`src/rtl/filter_mode_ctrl_pkg.sv`:
```
// Shared types, field positions and helpers for the filter-mode controller.
// Decodes the debounced switch word into a mode and MAP sub-mode.
package filter_mode_pkg;

  localparam int unsigned SW_W  = 10;
  localparam int unsigned IDX_W = 5;

  localparam logic [IDX_W-1:0] MAP_MAX = 5'd26;

  localparam int unsigned MODE_HI  = 9;
  localparam int unsigned MODE_LO  = 8;
  localparam int unsigned AUTO_BIT = 7;
  localparam int unsigned STEP_BIT = 6;

  typedef enum logic [1:0] {
    MODE_BYPASS,
    MODE_SWAP,
    MODE_MAP
  } mode_e;

  typedef enum logic [1:0] {
    SUB_MANUAL,
    SUB_STEP,
    SUB_AUTO
  } map_sub_e;

  typedef enum logic [1:0] {
    ST_WAIT_HIGH,
    ST_ARMED,
    ST_COMMIT
  } commit_st_e;

  function automatic mode_e decode_mode(input logic [1:0] bits);
    case (bits)
      2'b10:   return MODE_SWAP;
      2'b01:   return MODE_MAP;
      default: return MODE_BYPASS;
    endcase
  endfunction

  // AUTO outranks STEP when both switches are up.
  function automatic map_sub_e decode_sub(input logic auto_b, input logic step_b);
    if (auto_b) begin
      return SUB_AUTO;
    end else if (step_b) begin
      return SUB_STEP;
    end
    return SUB_MANUAL;
  endfunction

  function automatic logic [IDX_W-1:0] idx_inc(input logic [IDX_W-1:0] i);
    return (i >= MAP_MAX) ? '0 : i + IDX_W'(1);
  endfunction

endpackage

```
`src/rtl/filter_mode_ctrl_sw_debounce.sv`:
```
// Two-flop synchroniser followed by a whole-word debouncer: the word is accepted
// once the synchronised value has matched the candidate for N cycles.
module sw_debounce #(
  parameter int              W       = 1,
  parameter int              N       = 4,
  parameter logic [W-1:0]    RST_VAL = '0
) (
  input  logic         clk,
  input  logic         rst_n,
  input  logic [W-1:0] din,
  output logic [W-1:0] dout
);

  localparam int            CW       = (N > 1) ? $clog2(N) : 1;
  localparam logic [CW-1:0] CNT_LAST = CW'(N - 1);

  logic [W-1:0]  sync1_q, sync1_d;
  logic [W-1:0]  sync2_q, sync2_d;
  logic [W-1:0]  cand_q,  cand_d;
  logic [W-1:0]  db_q,    db_d;
  logic [CW-1:0] cnt_q,   cnt_d;

  always_comb begin
    sync1_d = din;
    sync2_d = sync1_q;
    cand_d  = cand_q;
    cnt_d   = cnt_q;
    db_d    = db_q;
    // Any bit moving restarts the window; the counter parks at its last value.
    if (sync2_q != cand_q) begin
      cand_d = sync2_q;
      cnt_d  = '0;
    end else if (cnt_q == CNT_LAST) begin
      db_d = cand_q;
    end else begin
      cnt_d = cnt_q + CW'(1);
    end
  end

  always_ff @(posedge clk or negedge rst_n) begin
    if (!rst_n) begin
      sync1_q <= RST_VAL;
      sync2_q <= RST_VAL;
      cand_q  <= RST_VAL;
      db_q    <= RST_VAL;
      cnt_q   <= '0;
    end else begin
      sync1_q <= sync1_d;
      sync2_q <= sync2_d;
      cand_q  <= cand_d;
      db_q    <= db_d;
      cnt_q   <= cnt_d;
    end
  end

  assign dout = db_q;

endmodule

```
`src/rtl/filter_mode_ctrl.sv`:
```
// Builds the filter-selection word from debounced switches and the step key and
// commits it on the synchronised VS falling edge so the filter never changes mid-frame.
module filter_mode_ctrl
  import filter_mode_pkg::*;
#(
  parameter int DEBOUNCE_CYC = 500000,
  parameter int AUTO_FRAMES  = 60
) (
  input  logic             iCLK,
  input  logic             iRST_N,
  input  logic [SW_W-1:0]  iSW,
  input  logic             iKEY_N,
  input  logic             iVS_N,
  output logic [SW_W-1:0]  oSW,
  output logic [IDX_W-1:0] oIDX,
  output logic             oCHANGED
);

  localparam int            FW         = (AUTO_FRAMES > 1) ? $clog2(AUTO_FRAMES) : 1;
  localparam logic [FW-1:0] FRAME_LAST = FW'(AUTO_FRAMES - 1);

  logic [SW_W-1:0]  db_sw;
  logic             db_key;
  logic             db_sw_unused;

  logic             vs_meta_q,  vs_meta_d;
  logic             vs_sync_q,  vs_sync_d;
  logic             vs_prev_q,  vs_prev_d;
  logic             key_prev_q, key_prev_d;
  logic [FW-1:0]    fcnt_q,     fcnt_d;
  logic [IDX_W-1:0] idx_q,      idx_d;
  commit_st_e       state_q,    state_d;
  logic [SW_W-1:0]  osw_q,      osw_d;
  logic [IDX_W-1:0] oidx_q,     oidx_d;
  logic             ochg_q,     ochg_d;

  logic             key_press;
  logic             vs_fall;
  logic             in_auto;
  logic             frame_wrap;
  mode_e            mode;
  map_sub_e         sub;
  logic [IDX_W-1:0] idx_next;
  logic [SW_W-1:0]  pending;

  sw_debounce #(
    .W       (SW_W),
    .N       (DEBOUNCE_CYC),
    .RST_VAL ('0)
  ) u_sw_db (
    .clk   (iCLK),
    .rst_n (iRST_N),
    .din   (iSW),
    .dout  (db_sw)
  );

  sw_debounce #(
    .W       (1),
    .N       (DEBOUNCE_CYC),
    .RST_VAL (1'b1)
  ) u_key_db (
    .clk   (iCLK),
    .rst_n (iRST_N),
    .din   (iKEY_N),
    .dout  (db_key)
  );

  assign db_sw_unused = db_sw[5];

  always_comb begin
    vs_meta_d  = iVS_N;
    vs_sync_d  = vs_meta_q;
    vs_prev_d  = vs_sync_q;
    key_prev_d = db_key;

    key_press  = key_prev_q & ~db_key;
    vs_fall    = vs_prev_q & ~vs_sync_q;
    mode       = decode_mode(db_sw[MODE_HI:MODE_LO]);
    sub        = decode_sub(db_sw[AUTO_BIT], db_sw[STEP_BIT]);
    in_auto    = (mode == MODE_MAP) && (sub == SUB_AUTO);
    frame_wrap = in_auto && vs_fall && (fcnt_q == FRAME_LAST);

    fcnt_d = '0;
    if (in_auto) begin
      if (frame_wrap) begin
        fcnt_d = '0;
      end else if (vs_fall) begin
        fcnt_d = fcnt_q + FW'(1);
      end else begin
        fcnt_d = fcnt_q;
      end
    end

    // A key press landing on a frame wrap still advances only once.
    idx_next = idx_q;
    if (mode == MODE_MAP) begin
      case (sub)
        SUB_MANUAL: if (db_sw[IDX_W-1:0] <= MAP_MAX) idx_next = db_sw[IDX_W-1:0];
        SUB_STEP:   if (key_press) idx_next = idx_inc(idx_q);
        SUB_AUTO:   if (key_press || frame_wrap) idx_next = idx_inc(idx_q);
        default:    idx_next = idx_q;
      endcase
    end
    idx_d = idx_next;

    case (mode)
      MODE_SWAP: pending = {2'b10, 5'b00000, db_sw[2:0]};
      MODE_MAP:  pending = {2'b01, 3'b000, idx_next};
      default:   pending = {db_sw[MODE_HI:MODE_LO], 8'h00};
    endcase

    // Outputs load on the ARMED->COMMIT edge so they are visible during COMMIT,
    // three cycles after the raw VS fall.
    state_d = state_q;
    osw_d   = osw_q;
    oidx_d  = oidx_q;
    ochg_d  = 1'b0;
    case (state_q)
      ST_WAIT_HIGH: if (vs_sync_q) state_d = ST_ARMED;
      ST_ARMED: begin
        if (vs_fall) begin
          state_d = ST_COMMIT;
          osw_d   = pending;
          oidx_d  = idx_next;
          ochg_d  = (pending != osw_q);
        end
      end
      ST_COMMIT:    state_d = ST_WAIT_HIGH;
      default:      state_d = ST_WAIT_HIGH;
    endcase
  end

  always_ff @(posedge iCLK or negedge iRST_N) begin
    if (!iRST_N) begin
      vs_meta_q  <= 1'b1;
      vs_sync_q  <= 1'b1;
      vs_prev_q  <= 1'b1;
      key_prev_q <= 1'b1;
      fcnt_q     <= '0;
      idx_q      <= '0;
      state_q    <= ST_WAIT_HIGH;
      osw_q      <= '0;
      oidx_q     <= '0;
      ochg_q     <= 1'b0;
    end else begin
      vs_meta_q  <= vs_meta_d;
      vs_sync_q  <= vs_sync_d;
      vs_prev_q  <= vs_prev_d;
      key_prev_q <= key_prev_d;
      fcnt_q     <= fcnt_d;
      idx_q      <= idx_d;
      state_q    <= state_d;
      osw_q      <= osw_d;
      oidx_q     <= oidx_d;
      ochg_q     <= ochg_d;
    end
  end

  assign oSW      = osw_q;
  assign oIDX     = oidx_q;
  assign oCHANGED = ochg_q;

endmodule
```
`config.mk`:
```
export PLATFORM = sky130hd
export DESIGN_NAME = filter_mode_ctrl
export DESIGN_NICKNAME = d
export VERILOG_FILES = /design/src/rtl/filter_mode_ctrl_pkg.sv /design/src/rtl/filter_mode_ctrl_sw_debounce.sv /design/src/rtl/filter_mode_ctrl.sv
export SDC_FILE = /design/constraint.sdc
export NUM_CORES = 1
export LEC_CHECK = 0
export BUFFER_PORTS_ARGS = -buffer_cell sky130_fd_sc_hd__buf_2
export CORE_MARGIN = 1
export CORE_UTILIZATION = 45
export CTS_CLUSTER_SIZE = 28
export DETAILED_ROUTE_END_ITERATION = 16
export GPL_TIMING_DRIVEN = 0
export PLACE_DENSITY = 0.6
export SYNTH_ARGS = -nofsm -noshare
export SYNTH_HDL_FRONTEND = slang
export SYNTH_HIERARCHICAL = 1
export SYNTH_SLANG_ARGS = --single-unit
export TNS_END_PERCENT = 1
```
`constraint.sdc`:
```
create_clock -name iCLK -period 6.3 [get_ports iCLK]
set_clock_uncertainty 0.2 [all_clocks]
set_input_delay 0.315 -clock iCLK [delete_from_list [all_inputs] [get_ports iCLK]]
set_output_delay 0.315 -clock iCLK [all_outputs]
set_load 0.01 [all_outputs]
```
==> results.cfg <==
[status]
status = complete, but fails checks
failed_checks = DRC

[power_and_ir_drop]
p_per_area_nw_per_um2 = 226
switching_power_mw = 0.336
vdd_drop_max_mv = 0.134
intPower_mw = 1.05
combPwrFrac_pct = 6.5
p_sw_share_pct = 24.2
pwr-share-clk_pct = 38.9
power_mw = 1.39
seq_power_share_pct = 54.6
p_leak_nw = 2.58

[clock_network]
clk-insertion-delay-late_ps = 350
clk_pin_slew_worst_paths_ps = 70
cts_max_level = 3
cts_root_buffer = clkbuf_16
cts.sinks = 111
cts_tree = built
clockBufferDepth = 2
cts_resized = 0
cts_setup_buffers = 0
numCtsBuffers = 9

[finish]
nFillCells = 1035
nets = 589
n_antenna_cell = 0
finalCoreUtilization_pct = 53.2
final_cells = 714
area_growth_pct = 14.1
layout-drive-gt1-share_pct = 16.6

[timing]
max_freq_mhz = 322
min_period_ps = 3110
finalMaxSlewViolations = 0
setup-tns-final_ps = 0
period_share_pct = 49.4
setup_violations = 0
worst_pin_slew_ps = 1140
hold_viol = 0
rsz0062_at_grt = false
slew_headroom_pct = 24.1
hold_ws_ps = 151

[floorplan]
die_w_um = 111
core-area_um2 = 11600
floorplan.initialDensity_pct = 46.6
die_h_um = 111
dieArea_um2 = 12400
placementRows = 39
io_pins = 30

[yosys]
yosysWarnings = 6
syn_area_um2 = 5390
synth_cells = 513
synth_area_per_cell_um2 = 10.5

[critical_path]
worstSetupEndpointType = flip-flop
start_kind = flip-flop
cp_data_arrival_time_ps = 3140
cp.required_ps = 6330
crit_type = reg -> reg
path_max_fanout = 8

[detailed_routing]
drt-pass1-iter-count = 10
ant_nets = 0
routed_wirelength_um = 10600
drc = 4
vias = 4019
first_iter_violations = 260
via_per_inst = 5.63
routedWlPerCell_um = 14.8

[worst_hold_path]
hold_path.class = reg -> reg

[global_route]
first_global_vias = 3843
antenna_found_initial = 0
grt_max_degree = 73
overflow = 0
grt_first_pass_wirelength_um = 18500
grt_usage_pct = 18.6

[flow_run]
drv_cap = 0

[place]
port_buffers = 26
place_inst = 685
place_congestion = 0.835
dp_hpwl_um = 7370
[critical path, cell delays in order, from the launching register on]
cell	delay (ps)
dfrtp_1	490
inv_1	100
ha_1	270
o311a_1	370
or3_1	320
a221o_1	330
o311ai_2	110
mux2i_1	250
nand4_1	120
o41a_1	420
[cell usage in the layout (no fill, tap or decap), drive strengths merged, types with 5 or more instances in the layout]
cell type,count
a21oi,34
or3,14
nand2,31
or4,6
ha,9
o31ai,8
xnor2,10
a31oi,6
dfrtp,103
nor3,11
and3,10
o21ai,31
clkbuf,26
nand4,14
nand3,26
xor2,23
nor2b,5
mux2,17
inv,18
dfstp,8
nor2,37
nor4,7
buf,38
dlygate4sd3,13
[layout make-up]
cell class                 instances  area [um^2]  area share (%)
sequential                       111         2790            45.3
tap                              143          179            2.91
buffer                            27          133            2.16
clock inverter                     6         52.6           0.855
timing repair buffer              40          290            4.72
clock buffer                      10          229            3.72
multi-input combinational        362         2420            39.4
inverter                          15         56.3           0.916
[per-stage QoR]
stage | worst slack (ps) | instance area [um^2]
6_report | 3190 | 6150
5_1_grt | 3090 | 6150
4_1_cts | 3210 | 6150
3_5_place_dp | 3250 | 5740
3_3_place_gp | 3240 | 5710
2_1_floorplan | 3520 | 5400
[repair_timing]
item | 4_1_cts | 5_1_grt
endpoints found under the hold margin | 49 | 0
hold buffers | 13 | 0
endpoints found under the setup margin | 0 | 0
[power groups by stage]
stage | registers [mW] | clock network (mW) | logic, mW
4_1_cts | 0.759 | 0.566 | 0.0921
6_report | 0.759 | 0.541 | 0.0904
5_1_grt | 0.763 | 0.592 | 0.103
2_1_floorplan | 0.772 | 0 | 0.0443
3_3_place_gp | 0.772 | 0 | 0.0822
3_5_place_dp | 0.773 | 0 | 0.0856
[registers in the layout, summed over array words and instances (netlist names), 2 cells and up]
signal	count
u_sw_db/cand_q	10
u_key_db/cnt_q	19
fcnt_q	6
u_sw_db/sync1_q	10
u_sw_db/cnt_q	19
oIDX	5
u_sw_db/sync2_q	10
oSW	7
idx_q	5
state_q	2
u_sw_db/dout	9
[worst paths after layout]
path | start | endpoint | slack, ps | cells after the start
max | idx_q[0]$_DFF_PN0_ | oCHANGED$_DFF_PN0_ | 3190 | 9
min | u_sw_db/sync1_q[7]$_DFF_PN0_ | u_sw_db/sync2_q[7]$_DFF_PN0_ | 150 | 0
max reg2reg | idx_q[0]$_DFF_PN0_ | oCHANGED$_DFF_PN0_ | 3190 | 9
min reg2reg | u_sw_db/sync1_q[7]$_DFF_PN0_ | u_sw_db/sync2_q[7]$_DFF_PN0_ | 150 | 0
max in group asynchronous | iRST_N | u_key_db/sync1_q$_DFF_PN1_ | 4850 | 3
min in group asynchronous | iRST_N | u_key_db/cnt_q[11]$_DFFE_PN0P_ | 290 | 2
[per-layer routing]
metal | vias to the layer above | track usage [%] | wire, um
met5 | - | 0 | 0
met4 | 0 | 8.11 | 231
met3 | 18 | 5.12 | 416
met2 | 86 | 28.6 | 4960
met1 | 1939 | 24.5 | 4980
li1 | 1976 | - | -
Power figures use the tool's default switching activity.
